**src/rtl/spi_controller_if.sv**
```systemverilog
// Request/response and SPI pin bundle for spi_controller.
// slave modport: controller view (request in, status + SPI pins out, CIPO in).
// master modport: requester/environment view (drives request fields and CIPO).
interface spi_controller_if;
  logic       start;
  logic       rw;
  logic [6:0] addr;
  logic [7:0] wdata;
  logic       busy;
  logic       done;
  logic [7:0] rdata;
  logic       SCLK;
  logic       COPI;
  logic       nCS;
  logic       CIPO;

  modport slave (
    input  start, rw, addr, wdata, CIPO,
    output busy, done, rdata, SCLK, COPI, nCS
  );

  modport master (
    output start, rw, addr, wdata, CIPO,
    input  busy, done, rdata, SCLK, COPI, nCS
  );
endinterface

```
**src/rtl/spi_controller.sv**
```systemverilog
// SPI mode-0 initiator: sends one 16-bit frame {rw, addr[6:0], wdata[7:0]} MSB first per start.
// Latency: done at 1+CS_SETUP+32*CLK_DIV+CS_HOLD+IDLE_GAP cycles after accept (137 with defaults).
// Backpressure: start is only sampled in IDLE; while busy=1 further requests are dropped.
// Ports: clk, rst (sync, active-high); bus.slave carries start/rw/addr/wdata in,
//        busy/done/rdata status out, SCLK/COPI/nCS pins out and asynchronous CIPO in.
module spi_controller #(
  parameter int CLK_DIV  = 4,
  parameter int CS_SETUP = 2,
  parameter int CS_HOLD  = 2,
  parameter int IDLE_GAP = 4
) (
  input  logic             clk,
  input  logic             rst,
  spi_controller_if.slave  bus
);

  localparam int MAX_AB = (CLK_DIV > CS_SETUP) ? CLK_DIV : CS_SETUP;
  localparam int MAX_CD = (CS_HOLD > IDLE_GAP) ? CS_HOLD : IDLE_GAP;
  localparam int MAX_P  = (MAX_AB > MAX_CD) ? MAX_AB : MAX_CD;
  localparam int CW     = $clog2(MAX_P + 1);

  localparam logic [CW-1:0] DIV_LAST   = CW'(CLK_DIV - 1);
  localparam logic [CW-1:0] SETUP_LAST = CW'(CS_SETUP - 1);
  localparam logic [CW-1:0] HOLD_LAST  = CW'(CS_HOLD - 1);
  localparam logic [CW-1:0] GAP_LAST   = CW'(IDLE_GAP - 1);

  typedef enum logic [2:0] {
    IDLE,
    SETUP,
    SHIFT,
    HOLD,
    GAP
  } state_t;

  state_t        state_q, state_n;
  logic [CW-1:0] cnt_q, cnt_n;
  logic [3:0]    bit_q, bit_n;
  logic [15:0]   frame_q, frame_n;
  logic [7:0]    shreg_q, shreg_n;
  logic          sclk_q, sclk_n;
  logic          copi_q, copi_n;
  logic          ncs_q, ncs_n;
  logic          busy_q, busy_n;
  logic          done_q, done_n;
  logic [7:0]    rdata_q, rdata_n;

  // CIPO comes from another clock domain; two flops before it is used.
  logic cipo_meta_q, cipo_sync_q;

  always_ff @(posedge clk) begin
    if (rst) begin
      cipo_meta_q <= 1'b0;
      cipo_sync_q <= 1'b0;
    end else begin
      cipo_meta_q <= bus.CIPO;
      cipo_sync_q <= cipo_meta_q;
    end
  end

  always_ff @(posedge clk) begin
    if (rst) begin
      state_q <= IDLE;
      cnt_q   <= '0;
      bit_q   <= '0;
      frame_q <= '0;
      shreg_q <= '0;
      sclk_q  <= 1'b0;
      copi_q  <= 1'b0;
      ncs_q   <= 1'b1;
      busy_q  <= 1'b0;
      done_q  <= 1'b0;
      rdata_q <= '0;
    end else begin
      state_q <= state_n;
      cnt_q   <= cnt_n;
      bit_q   <= bit_n;
      frame_q <= frame_n;
      shreg_q <= shreg_n;
      sclk_q  <= sclk_n;
      copi_q  <= copi_n;
      ncs_q   <= ncs_n;
      busy_q  <= busy_n;
      done_q  <= done_n;
      rdata_q <= rdata_n;
    end
  end

  always_comb begin
    state_n = state_q;
    cnt_n   = cnt_q;
    bit_n   = bit_q;
    frame_n = frame_q;
    shreg_n = shreg_q;
    sclk_n  = sclk_q;
    copi_n  = copi_q;
    ncs_n   = ncs_q;
    busy_n  = busy_q;
    done_n  = 1'b0;
    rdata_n = rdata_q;

    case (state_q)
      IDLE: begin
        if (bus.start) begin
          // Frame is captured here so later changes on rw/addr/wdata are ignored.
          frame_n = {bus.rw, bus.addr, bus.wdata};
          state_n = SETUP;
          cnt_n   = '0;
          bit_n   = 4'd15;
          ncs_n   = 1'b0;
          busy_n  = 1'b1;
          copi_n  = bus.rw;
          sclk_n  = 1'b0;
        end
      end

      SETUP: begin
        if (cnt_q == SETUP_LAST) begin
          state_n = SHIFT;
          cnt_n   = '0;
        end else begin
          cnt_n = cnt_q + 1'b1;
        end
      end

      SHIFT: begin
        if (cnt_q == DIV_LAST) begin
          cnt_n = '0;
          if (!sclk_q) begin
            sclk_n = 1'b1;
          end else begin
            // End of a high phase: SCLK falls and COPI advances in the same cycle,
            // giving a full half-period of setup and hold around each rising edge.
            sclk_n = 1'b0;
            if (bit_q <= 4'd7) begin
              shreg_n = {shreg_q[6:0], cipo_sync_q};
            end
            if (bit_q == 4'd0) begin
              state_n = HOLD;
              copi_n  = 1'b0;
            end else begin
              bit_n  = bit_q - 4'd1;
              copi_n = frame_q[bit_q - 4'd1];
            end
          end
        end else begin
          cnt_n = cnt_q + 1'b1;
        end
      end

      HOLD: begin
        if (cnt_q == HOLD_LAST) begin
          state_n = GAP;
          cnt_n   = '0;
          ncs_n   = 1'b1;
        end else begin
          cnt_n = cnt_q + 1'b1;
        end
      end

      GAP: begin
        if (cnt_q == GAP_LAST) begin
          // The done cycle is spent in IDLE, so a pending start is taken right away.
          state_n = IDLE;
          cnt_n   = '0;
          busy_n  = 1'b0;
          done_n  = 1'b1;
          rdata_n = shreg_q;
        end else begin
          cnt_n = cnt_q + 1'b1;
        end
      end

      default: begin
        state_n = IDLE;
        cnt_n   = '0;
      end
    endcase
  end

  assign bus.SCLK  = sclk_q;
  assign bus.COPI  = copi_q;
  assign bus.nCS   = ncs_q;
  assign bus.busy  = busy_q;
  assign bus.done  = done_q;
  assign bus.rdata = rdata_q;

endmodule

```
**src/flat_wrapper.sv**
```systemverilog
// flat-port wrapper written by rule: the top's interface ports become plain ports
module spi_controller_flat 
#(
  parameter int CLK_DIV  = 4,
  parameter int CS_SETUP = 2,
  parameter int CS_HOLD  = 2,
  parameter int IDLE_GAP = 4
)
  (clk, rst, bus_start, bus_rw, bus_addr, bus_wdata, bus_CIPO, bus_busy, bus_done, bus_rdata, bus_SCLK, bus_COPI, bus_nCS);
  spi_controller_if bus_i ();
  input  logic clk;
  input  logic rst;
  input wire logic [$bits(bus_i.start)-1:0] bus_start;
  input wire logic [$bits(bus_i.rw)-1:0] bus_rw;
  input wire logic [$bits(bus_i.addr)-1:0] bus_addr;
  input wire logic [$bits(bus_i.wdata)-1:0] bus_wdata;
  input wire logic [$bits(bus_i.CIPO)-1:0] bus_CIPO;
  output wire logic [$bits(bus_i.busy)-1:0] bus_busy;
  output wire logic [$bits(bus_i.done)-1:0] bus_done;
  output wire logic [$bits(bus_i.rdata)-1:0] bus_rdata;
  output wire logic [$bits(bus_i.SCLK)-1:0] bus_SCLK;
  output wire logic [$bits(bus_i.COPI)-1:0] bus_COPI;
  output wire logic [$bits(bus_i.nCS)-1:0] bus_nCS;
  assign bus_i.start = bus_start;
  assign bus_i.rw = bus_rw;
  assign bus_i.addr = bus_addr;
  assign bus_i.wdata = bus_wdata;
  assign bus_i.CIPO = bus_CIPO;
  assign bus_busy = bus_i.busy;
  assign bus_done = bus_i.done;
  assign bus_rdata = bus_i.rdata;
  assign bus_SCLK = bus_i.SCLK;
  assign bus_COPI = bus_i.COPI;
  assign bus_nCS = bus_i.nCS;
  spi_controller #(.CLK_DIV(CLK_DIV), .CS_SETUP(CS_SETUP), .CS_HOLD(CS_HOLD), .IDLE_GAP(IDLE_GAP)) u_core (.clk(clk), .rst(rst), .bus(bus_i));
endmodule
```
**config.mk**
```make
export PLATFORM = sky130hd
export DESIGN_NAME = spi_controller_flat
export DESIGN_NICKNAME = d
export VERILOG_FILES = /design/src/rtl/spi_controller_if.sv /design/src/rtl/spi_controller.sv /design/src/flat_wrapper.sv
export SDC_FILE = /design/constraint.sdc
export NUM_CORES = 1
export LEC_CHECK = 0
export CAP_MARGIN = 5
export CORE_MARGIN = 4
export CORE_UTILIZATION = 50
export DETAILED_ROUTE_END_ITERATION = 8
export MAX_ROUTING_LAYER = met4
export PLACE_DENSITY = 0.75
export SYNTH_ARGS = -nofsm -noshare
export SYNTH_HDL_FRONTEND = slang
export SYNTH_SLANG_ARGS = --single-unit
```
**constraint.sdc**
```tcl
create_clock -name clk -period 3.1 [get_ports clk]
set_input_delay 0.465 -clock clk [delete_from_list [all_inputs] [get_ports clk]]
set_output_delay 0.465 -clock clk [all_outputs]
set_load 0.02 [all_outputs]
```
Word-level counts from Yosys, hierarchy flattened. Index checks and enable logic that the tools add are counted.

Bits in registers: 49. Input bits: 20. Output and inout port bits: 13. Word-level logic and storage cells: 83.

$add $sub $neg: 2. $lt $le $gt $ge: 2. Equality and inequality tests: 14. Mux-type cells: 34. Bitwise operators: 1. Reductions and logical operators: 17.

Operators by type and width (number): 3-bit 2-to-1 mux (10); 4-bit 2-to-1 mux (4); 3-bit case mux with 5 select lines (1); 1-bit 2-to-1 mux (12); 2-bit by 1-bit != test with 1-bit output, second input constant (6); 3-bit by 2-bit equality test with 1-bit output, second input constant (3); 3-bit case mux with 3 select lines (1); 3-bit AND reduction (3); 1-bit case mux with 2 select lines (4); 4-bit case mux with 2 select lines (1); 4-bit AND reduction (2); 7-bit AND reduction (1); 3-bit by 1-bit equality test with 1-bit output, second input constant (2); 2-bit nonzero test (3); 2-bit OR reduction (3); 4-bit by 5-bit < comparator with 1-bit output, second input constant (1); 5-bit AND reduction (1); 1-bit binary-select mux with 4-bit select (1); 4-bit by 3-bit <= comparator with 1-bit output, second input constant (1); 4-bit zero test (1); 2-bit != test, second input constant (2); 2-bit AND reduction (2); 4-bit by 1-bit subtractor with 4-bit output, second input constant (1); 3-bit by 1-bit adder with 3-bit output, second input constant (1); 3 further kinds (3).

Depth between registers and ports, before layout.
Word-level depth: 7. Gate-level depth with buffers: 8.

Worst setup path before layout. OpenSTA, ideal clock, no wires.

Kind: register to register. From: register u_core.bit_q[0]. To: register u_core.copi_q (netlist: u_core.bus.COPI). Setup time: 0.133 ns. Arrival time: 1.929 ns. Required time: 2.967 ns. Slack: 1.038 ns. Stages on the path, launching flop included: 9. Path buffers: 1. Path through: dfxtp_1 > buf_6 > inv_1 > ha_1 > mux4_1 > mux2_2 > o21ai_1 > and3_1 > nor4_1.

Longest elaborated chain between the ends: 7.

Ends and longest elaborated chain: start, declared (RTL line spi_controller.sv:37) `logic [3:0] bit_q, bit_n;`; start signal, assigned (RTL line spi_controller.sv:76) `bit_q <= bit_n;`; 4-bit by 1-bit subtractor with 4-bit output (RTL line spi_controller.sv:142) `copi_n = frame_q[bit_q - 4'd1];`; 1-bit binary-select mux with 4-bit select (RTL line spi_controller.sv:142); 1-bit 2-to-1 mux (not written as such) (RTL line spi_controller.sv:142); 1-bit 2-to-1 mux * (RTL line spi_controller.sv:137) `if (bit_q == 4'd0) begin`; 1-bit 2-to-1 mux * (RTL line spi_controller.sv:128) `if (!sclk_q) begin`; 1-bit 2-to-1 mux * (RTL line spi_controller.sv:126) `if (cnt_q == DIV_LAST) begin`; 1-bit case mux with 2 select lines * (RTL line spi_controller.sv:101) `case (state_q)`; end signal, assigned (RTL line spi_controller.sv:80) `copi_q <= copi_n;`; end, declared (RTL line spi_controller.sv:41) `logic copi_q, copi_n;`.

Every way passes the cells marked *; elsewhere a longest branch is shown, timed or not. The select of a mux whose other input is x is not followed. A chain may end at the register's enable or synchronous reset.

Worst setup path after layout. Ends and elaborated chain as after synthesis.

==> flow_metrics.tcl <==
set metrics [dict create \
    initial_utilization_pct 52.73 \
    synth_seq_cells 49 \
    detail_route.wl_per_cell_um 13.03 \
    dpl_cell_area_um2 2466 \
    grt_setup_unrepaired "false" \
    numCtsBuffers 5 \
    cts_hold_buf 0 \
    drc 0 \
    cap_violations 0 \
    syn-instance-count 243 \
    fp.dieW_um 73.42 \
    use_met3_pct 3.283 \
    async_reset_ff_share_pct 0 \
    clkTransAtPathRegs_ns 0.09 \
    clock_latency_ns 0.30 \
    viasPerCell 5.326 \
    finalClockSkew_ns 0.009739 \
    crit_type "reg -> reg" \
    grt_antenna_before_repair 0 \
    rows 23 \
    grt_pass1_vias 1616 \
    start_kind "flop" \
    stdcell_area_um2 2551 \
    drtAntennaViolNets 0 \
    finalSetupViolations 0 \
    timing.setup.tns_ns 0 \
    synth_nets 269 \
    io_buffers 32 \
    path_max_fanout 7 \
    multi_input_area_um2 1072 \
    drt-pass1-iter-count 4 \
    timing.slew.headroom_pct 56.11 \
    htreeDepth 2 \
    fin_nets 295 \
    cts_tree "built" \
    grt_use_met1_pct 24.42 \
    grt.total_usage_pct 17.58 \
    die_h_um 73.42 \
    fin_crit_sh_pct 75.98 \
    worstPathRequired_ns 3.27 \
    cts_buffer_depth 2 \
    grt_overflow 0 \
    report.final.slew_viol_count 0 \
    synth_seq_area_share_pct 45.85 \
    status "finished clean" \
    post_cts_buffers 0 \
    gp_congestion 0.8496 \
    pre_cts_ws_ns 0.7457 \
    total_power_uw 1255 \
    hold_viol_final 0 \
    timing.hold.worst.class "reg -> reg" \
    wl_um 4156 \
    max_freq_ghz 0.4246 \
    worstPathArrival_ns 2.53 \
    synth_edf_count 0 \
    cellPowerDensity_nw_per_um2 492.0 \
    die_area_um2 5390 \
    cts_sinks 49 \
    ir_worst_vdd_mv 0.3389 \
    worstMarginPinSlew_ns 0.6577 \
    yosysMostFrequentCell "dfxtp_1" \
    diodes 0 \
    area_delta_synth_final_pct 19.24 \
    fill_cells 370 \
    routed-via-count 1699 \
    core_um2 4058 \
    cp-end-kind "flop" \
    grt_pass1_wl_um 7238 \
    synth_area_leaders "dfxtp_1, mux2i_1, nand2_1" \
    fin_util_pct 62.87 \
    grt_max_degree 50 \
    yosys.area.top_type "dfxtp_1" \
    synth_common_cells "dfxtp_1, nand2_1, nor2_1" \
    ctsResizeCount 0 \
    hp-start "u_core.cipo_meta_q$_SDFF_PP0_" \
    drive_above_1_share_pct 5.204 \
    synth.distinct_cells 38 \
    dpl.hpwl_um 2859 \
    syn_avg_cell_area_um2 8.805 \
    initialDrtViolationCount 107 \
    synthFlopType "dfxtp_1" \
    r2r-start "u_core.bit_q[0]$_SDFFE_PP0P_" \
    finalWorstSetupSlack_ns 0.7446 \
    p_leak_uw 0.001063 \
    cts_root_buf "clkbuf_8" \
    seq_area_um2 980.9 \
    busiest_layer "met2" \
    use_met2_pct 25.72 \
    synth_top_area_share_pct 45.85 \
    io_pins 33 \
    yosys_warnings 0 \
    startpoint "u_core.bit_q[0]$_SDFFE_PP0P_" \
    min_period_ns 2.355 \
    syn_area_um2 2140 \
]
[registers in the layout, indices dropped and copies added, names as in the netlist, 3 cells and up]
name              count
u_core.frame_q       16
u_core.shreg_q        8
u_core.cnt_q          3
u_core.state_q        3
u_core.bus.rdata      8
u_core.bit_q          4
[per-stage QoR]
| step | hold WS [ns] | instances |
|---|---|---|
| 3_5_place_dp | 0.4303 | 312 |
| 2_1_floorplan | 0.4138 | 243 |
| 3_3_place_gp | 0.4167 | 312 |
| 6_report | 0.4441 | 319 |
| 5_1_grt | 0.4711 | 319 |
| 4_1_cts | 0.4510 | 319 |
[cell usage in the layout (no fill, tap or decap), types with 2 or more instances in the layout]
cell	instances
dfxtp_1	49
nor3b_1	2
a22oi_1	2
mux2_2	2
nor2_1	31
a21oi_1	25
nor2b_1	6
clkbuf_8	5
nor3_1	3
or3_1	2
a311oi_1	2
and3_1	2
o21ai_0	6
nand2_1	40
nand2b_1	4
nand3_1	4
clkdlybuf4s50_1	32
mux4_2	3
inv_1	6
ha_1	6
xor2_1	2
o21ai_1	3
mux2i_1	16
[layout make-up]
cell class,count,area share (%)
clock buffers,5,2.697
clock inverters,2,0.6376
inverters,6,0.8828
multi-input cells,174,42.03
flip-flops and latches,49,38.45
well taps,50,2.452
repair buffers,33,12.85
[per-layer routing]
layer,up-vias,share of wire (%)
met2,27,46
met1,791,50
met4,0,1.3
met3,7,2.9
met5,-,0
li1,874,-
[logic make-up (layout without fill, tap and decap cells)]
kind of cell,after synthesis,after routing,synth area share [%]
fa+ha+maj,6,6,3.509
simple gates,100,100,20.94
buf+inv,20,46,4.034
xor+xnor,3,3,1.228
mux,22,22,12.92
compound gates,43,43,11.52
flops,49,49,45.85
[worst max-delay path, stage by stage, from the launching register on]
cell and delay [ns]:
dfxtp_1 0.52, inv_1 0.13, ha_1 0.43, mux4_1 0.57, mux2_2 0.27, o21ai_1 0.11, and3_1 0.16, nor4_1 0.04
[power breakdown]
group          internal [uW]  switching [uW]  leakage [uW]
Clock                    156             211     0.0000402
Sequential               662            30.4      0.000400
Combinational           94.9             102      0.000623
[path summary, 6_finish.rpt]
path	cells after the start	endpoint	slack (ns)
worst max-delay path	7	u_core.bus.COPI$_SDFFE_PP0P_	0.74
worst min-delay path	1	u_core.cipo_sync_q$_SDFF_PP0_	0.44
worst max register to register	7	u_core.bus.COPI$_SDFFE_PP0P_	0.74
worst min register to register	1	u_core.cipo_sync_q$_SDFF_PP0_	0.44
No activity file was read; power rests on OpenSTA's default activity.
